[config.mk]
export PLATFORM = sky130hd
export DESIGN_NAME = vga_timing_monitor
export DESIGN_NICKNAME = d
export VERILOG_FILES = /design/src/rtl/vga_timing_monitor.sv
export SDC_FILE = /design/constraint.sdc
export NUM_CORES = 1
export LEC_CHECK = 0
export ABC_AREA = 1
export BUFFER_PORTS_ARGS = -buffer_cell sky130_fd_sc_hd__buf_2
export CORE_MARGIN = 3
export CORE_UTILIZATION = 60
export CTS_CLUSTER_DIAMETER = 50
export DETAILED_ROUTE_END_ITERATION = 8
export PLACE_DENSITY = 0.89
export SYNTH_ARGS = -nofsm -noshare
export SYNTH_HDL_FRONTEND = slang
export SYNTH_SLANG_ARGS = --single-unit
[constraint.sdc]
create_clock -name mclk -period 4.6 [get_ports mclk]
set_input_delay 0.92 -clock mclk [delete_from_list [all_inputs] [get_ports mclk]]
set_output_delay 0.92 -clock mclk [all_outputs]
set_load 0.01 [all_outputs]
[src/rtl/vga_timing_monitor.sv]
// Receive-side VGA timing monitor: measures incoming Hsync/Vsync timing, qualifies it
// over consecutive frames, then recovers pixel coordinates and an active-video flag.
module vga_timing_monitor #(
   parameter int H_ACT_START = 144,
   parameter int H_ACT_LEN   = 640,
   parameter int V_ACT_START = 35,
   parameter int V_ACT_LEN   = 480
) (
   input  logic        mclk,
   input  logic        rst,
   input  logic        pix_en,
   input  logic        Hsync,
   input  logic        Vsync,
   output logic        locked,
   output logic [11:0] h_total,
   output logic [10:0] v_total,
   output logic [9:0]  pix_x,
   output logic [9:0]  pix_y,
   output logic        active,
   output logic        frame_start,
   output logic        timing_err
);

   localparam logic [11:0] H_MAX = 12'hFFF;
   localparam logic [10:0] V_MAX = 11'h7FF;
   localparam logic [11:0] H_LO  = 12'(H_ACT_START);
   localparam logic [11:0] H_HI  = 12'(H_ACT_START + H_ACT_LEN);
   localparam logic [10:0] V_LO  = 11'(V_ACT_START);
   localparam logic [10:0] V_HI  = 11'(V_ACT_START + V_ACT_LEN);

   typedef enum logic [1:0] {SEARCH, MEASURE, VERIFY, LOCKED} state_t;

   state_t      state_q, state_d;
   logic        hsMeta_q, hsSync_q, vsMeta_q, vsSync_q;
   logic        hsHist_q, vsHist_q;
   logic [11:0] hCnt_q, hCnt_d;
   logic [10:0] vCnt_q, vCnt_d;
   logic        vsPend_q, vsPend_d;
   logic [11:0] refH_q, refH_d;
   logic        refValid_q, refValid_d;
   logic [11:0] hTotal_q, hTotal_d;
   logic [10:0] vTotal_q, vTotal_d;
   logic        locked_q, active_q, frameStart_q, timingErr_q;
   logic [9:0]  pixX_q, pixY_q;

   logic        hRise, vRise, lineEnd, frameEnd;
   logic [12:0] lineLen;
   logic [11:0] frameLen;
   logic        hSatTick, vSatTick, timeout;
   logic        lineMatchRef, lineMatchTot, frameMatch;
   logic        errPulse, activeD;

   // Two-flop synchronizers run every mclk; edge history only advances on pixel ticks.
   always_ff @(posedge mclk) begin
      if (rst) begin
         hsMeta_q <= 1'b0;
         hsSync_q <= 1'b0;
         vsMeta_q <= 1'b0;
         vsSync_q <= 1'b0;
         hsHist_q <= 1'b0;
         vsHist_q <= 1'b0;
      end else begin
         hsMeta_q <= Hsync;
         hsSync_q <= hsMeta_q;
         vsMeta_q <= Vsync;
         vsSync_q <= vsMeta_q;
         if (pix_en) begin
            hsHist_q <= hsSync_q;
            vsHist_q <= vsSync_q;
         end
      end
   end

   assign hRise    = pix_en && hsSync_q && !hsHist_q;
   assign vRise    = pix_en && vsSync_q && !vsHist_q;
   assign lineEnd  = hRise;
   assign frameEnd = lineEnd && (vsPend_q || vRise);
   assign lineLen  = {1'b0, hCnt_q} + 13'd1;
   assign frameLen = {1'b0, vCnt_q} + 12'd1;

   assign hSatTick = pix_en && !lineEnd && (hCnt_q == H_MAX - 12'd1);
   assign vSatTick = lineEnd && !frameEnd && (vCnt_q == V_MAX - 11'd1);
   assign timeout  = hSatTick || vSatTick;

   assign lineMatchRef = (lineLen == {1'b0, refH_q});
   assign lineMatchTot = (lineLen == {1'b0, hTotal_q});
   assign frameMatch   = (frameLen == {1'b0, vTotal_q});

   always_comb begin
      hCnt_d   = hCnt_q;
      vCnt_d   = vCnt_q;
      vsPend_d = vsPend_q;
      if (pix_en) begin
         if (lineEnd) begin
            hCnt_d = '0;
         end else if (hCnt_q != H_MAX) begin
            hCnt_d = hCnt_q + 12'd1;
         end
         if (frameEnd) begin
            vCnt_d   = '0;
            vsPend_d = 1'b0;
         end else begin
            if (lineEnd && (vCnt_q != V_MAX)) begin
               vCnt_d = vCnt_q + 11'd1;
            end
            if (vRise) begin
               vsPend_d = 1'b1;
            end
         end
      end
   end

   always_ff @(posedge mclk) begin
      if (rst) begin
         hCnt_q   <= '0;
         vCnt_q   <= '0;
         vsPend_q <= 1'b0;
      end else begin
         hCnt_q   <= hCnt_d;
         vCnt_q   <= vCnt_d;
         vsPend_q <= vsPend_d;
      end
   end

   // Saturation overrides everything; otherwise the FSM only reacts at line boundaries.
   always_comb begin
      state_d    = state_q;
      refH_d     = refH_q;
      refValid_d = refValid_q;
      hTotal_d   = hTotal_q;
      vTotal_d   = vTotal_q;
      errPulse   = 1'b0;
      if (timeout) begin
         errPulse = (state_q == LOCKED);
         state_d  = SEARCH;
      end else if (lineEnd) begin
         case (state_q)
            SEARCH: begin
               if (frameEnd) begin
                  state_d    = MEASURE;
                  refValid_d = 1'b0;
               end
            end
            MEASURE: begin
               if (refValid_q && !lineMatchRef) begin
                  state_d = SEARCH;
               end else begin
                  if (!refValid_q) begin
                     refH_d     = lineLen[11:0];
                     refValid_d = 1'b1;
                  end
                  if (frameEnd) begin
                     hTotal_d = refValid_q ? refH_q : lineLen[11:0];
                     vTotal_d = frameLen[10:0];
                     state_d  = VERIFY;
                  end
               end
            end
            VERIFY: begin
               if (!lineMatchTot || (frameEnd && !frameMatch)) begin
                  state_d = SEARCH;
               end else if (frameEnd) begin
                  state_d = LOCKED;
               end
            end
            LOCKED: begin
               if (!lineMatchTot || (frameEnd && !frameMatch)) begin
                  errPulse = 1'b1;
                  state_d  = SEARCH;
               end
            end
            default: state_d = SEARCH;
         endcase
      end
   end

   always_ff @(posedge mclk) begin
      if (rst) begin
         state_q    <= SEARCH;
         refH_q     <= '0;
         refValid_q <= 1'b0;
         hTotal_q   <= '0;
         vTotal_q   <= '0;
      end else begin
         state_q    <= state_d;
         refH_q     <= refH_d;
         refValid_q <= refValid_d;
         hTotal_q   <= hTotal_d;
         vTotal_q   <= vTotal_d;
      end
   end

   assign activeD = (state_d == LOCKED) &&
                    (hCnt_d >= H_LO) && (hCnt_d < H_HI) &&
                    (vCnt_d >= V_LO) && (vCnt_d < V_HI);

   // Coordinates are taken from the post-tick counters so they line up with the pixel
   // being presented on that tick.
   always_ff @(posedge mclk) begin
      if (rst) begin
         locked_q     <= 1'b0;
         active_q     <= 1'b0;
         frameStart_q <= 1'b0;
         timingErr_q  <= 1'b0;
         pixX_q       <= '0;
         pixY_q       <= '0;
      end else begin
         locked_q     <= (state_d == LOCKED);
         frameStart_q <= frameEnd;
         timingErr_q  <= errPulse;
         if (pix_en) begin
            active_q <= activeD;
            pixX_q   <= activeD ? 10'(hCnt_d - H_LO) : '0;
            pixY_q   <= activeD ? 10'(vCnt_d - V_LO) : '0;
         end
      end
   end

   assign locked      = locked_q;
   assign h_total     = hTotal_q;
   assign v_total     = vTotal_q;
   assign pix_x       = pixX_q;
   assign pix_y       = pixY_q;
   assign active      = active_q;
   assign frame_start = frameStart_q;
   assign timing_err  = timingErr_q;

endmodule

==> results.yml <==
die:
  ios: 52
  start_util_pct: 63.1
  dieArea_um2: 10000
  die_y_um: 100
  core_area_um2: 8420
  rows: 33
  fp.dieW_um: 100
global_route:
  grt_start_max_net_pins: 40
  grt_pass1_vias: 5014
  grt_pass1_wl_um: 23100
  antenna_found_initial: 0
  global_route.usage.total_pct: 28.2
  globalRouteOverflowTotal: 0
synthesis:
  synth-edff-count: 0
  syn_nets: 845
  synthTopCellsByCount: "nand2_1, dfxtp_1, inv_1, nand3_1, nor2_1"
  synth_ff_type: "dfxtp_1"
  ys_seq_elements: 92
  synthesis.instances: 833
  yosys_warnings: 0
  synthTopCellsByArea: "dfxtp_1, nand2_1, nand3_1"
  synth_top_area_share_pct: 34.6
  yosys.area.top_type: "dfxtp_1"
  yosysMostFrequentCell: "nand2_1"
  async_flop_share_pct: 0
  yosysUniqueCellTypes: 34
  ys_seq_area_share_pct: 34.6
  synth_area_per_cell_um2: 6.38
  netlist_area_um2: 5320
timing:
  fmax_mhz: 279
  drv_slew: 0
  report.final.hold_viol_count: 0
  period_needed_ns: 3.59
  worst_slew_pin_slew_ns: 0.917
  fin_skew_ns: 0.0121
  slew_headroom_pct: 38.8
  fin_setup_tns_ns: 0
  rsz0062_at_grt: "no"
  period_share_pct: 78.0
  setup_viol: 0
clock_tree:
  clkTransAtPathRegs_ns: 0.11
  cts_buffers: 9
  h-tree-depth: 3
  clkSinkCount: 92
  post_cts_buffers: 0
  cts-root-buf: "clkbuf_8"
  cts_tree: "built"
  cts_max_path_buffers: 2
  ctsHoldBuffers: 0
  cts_resized: 0
  worstSkewPairLatency_ns: 0.38
critical_path:
  rr_startpoint: "hCnt_q[0]"
  critPathSlowestCell: "nor2_2"
  cpPeakStageDelay_ns: 0.65
  r2r_slack_ns: 1.07
  end_kind: "register"
  crit_path_max_fanout: 21
  cp-start-kind: "primary input"
  cpMostUsedCell: "nor2_1"
  crit_type: "in -> reg"
  crit_required_ns: 4.92
  cp_cell_sequence: "buf_2 > nand2_1 > nor2_1 > nor2_2 > inv_1 > a21oi_1 > a21oi_1 > ha_1 > nand3_2 > nor2_1 > nor2_1 > nor2_1 > nand4_1 > nor2_2 > nand4_1 > nand2_1"
  crit_start: "pix_en"
  critPathArrivalTime_ns: 3.91
power_and_ir_drop:
  power.clock.fraction_pct: 36.4
  total_power_mw: 1.50
  power.switching_mw: 0.440
  leakage_nw: 2.80
  cellPowerDensity_nw_per_um2: 258
  pwr-share-seq_pct: 54.4
  p_comb_share_pct: 9.3
  peakVddDrop_v: 0.000178
  p_int_mw: 1.06
  sw_frac_of_total_pct: 29.4
detailed_routing:
  routed_wl_um: 13900
  drtPass1Iterations: 6
  ant_nets: 0
  routed_via_density: 5.60
  num_vias: 5503
  drt-initial-drc-count: 346
  drc: 0
  wl_per_cell_um: 14.2
min_path:
  min_from: "vsMeta_q"
  hp-class: "reg -> reg"
final_layout:
  syn2layout_area_growth_pct: 9.01
  fillers: 745
  final_layout_size_suffix_gt1_share_pct: 12.9
  layout.nets: 885
  postLayoutCoreUtil_pct: 68.8
  diodes: 0
  final_area_um2: 5800
  finalNonFillerCells: 983
place:
  hpwl_um: 10400
  postPlaceCellArea_um2: 5610
  io_buffer_count: 51
  gp_congestion: 0.931
  dpl.cell_count: 967
status:
  status: "complete, no violations"
flow_run:
  maxCapViolCount: 0
-- power by group through the flow --
stage	clock, mW	combinational (mW)	sequential, mW
floorplan	0	0.106	0.829
global placement	0	0.134	0.832
detailed placement	0	0.136	0.832
CTS	0.544	0.138	0.814
global route	0.581	0.158	0.815
finish	0.545	0.139	0.814
-- area by class of cell --
class / instances / area (um^2) / share of cell area, %
Multi-Input combinational cell: 619 / 2980 / 51.4
Sequential cell: 92 / 1840 / 31.8
Inverter: 94 / 358 / 6.17
Timing Repair Buffer: 57 / 300 / 5.18
Tap cell: 105 / 131 / 2.27
Clock buffer: 9 / 124 / 2.14
Clock inverter: 7 / 62.6 / 1.08
-- state kept, by name (all words and copies together), names as in the netlist --
name / cells
active: 1
frame_start: 1
hCnt_q: 12
h_total: 12
hsHist_q: 1
hsMeta_q: 1
hsSync_q: 1
locked: 1
pix_x: 10
pix_y: 10
refH_q: 12
refValid_q: 1
state_q: 2
timing_err: 1
vCnt_q: 11
v_total: 11
vsHist_q: 1
vsMeta_q: 1
vsPend_q: 1
vsSync_q: 1
-- logic make-up (layout without fill, tap and decap cells) --
| family | count (synthesis) | count (layout) | synth area share [%] |
|---|---|---|---|
| flops | 92 | 92 | 34.6 |
| buf+inv | 122 | 167 | 9.34 |
| fa+ha+maj | 7 | 7 | 1.65 |
| compound gates | 110 | 110 | 10.7 |
| xor+xnor | 13 | 13 | 2.14 |
| simple gates | 489 | 489 | 41.6 |
-- routing by layer --
layer,GRT usage (%),vias up,wire length [um]
met4,10.6,0,259
met2,49.8,177,7100
li1,-,2771,-
met1,34.4,2526,5890
met3,4.59,29,668
met5,0,-,0
-- layout by cell type (no fill, tap or decap), types with 5 or more instances in the layout --
master	n
nand2_2	8
o21ai_0	52
dfxtp_1	92
nor2_2	7
clkbuf_8	9
buf_2	51
buf_4	6
a21oi_1	51
nand3_1	86
xnor2_1	5
inv_2	5
nor2_1	82
ha_1	7
nand3_2	5
nand2_1	249
nor3_1	8
inv_1	86
nand4_1	28
nor2_4	6
xor2_1	8
-- critical path: cells and delay by family --
kind,cells,cell delay (ns)
and+or+nand+nor,11,2.00
AOI/OAI and AO/OA,2,0.37
buffers and inverters,2,0.33
adders and majority gates,1,0.28
-- through the flow --
stage,hold slack [ns],setup WS (ns)
3_5_place_dp,0.399,0.701
3_3_place_gp,0.394,0.840
2_1_floorplan,0.388,1.67
5_1_grt,0.436,0.637
4_1_cts,0.413,1.06
6_report,0.413,1.01
-- final timing paths --
check                                end  depth (start not counted)
worst min register to register  vsSync_q                          2
worst max register to register  pix_x[8]                         19
worst min-delay path            vsSync_q                          2
worst max-delay path            pix_x[8]                         16
No activity file was read; power rests on OpenSTA's default activity.
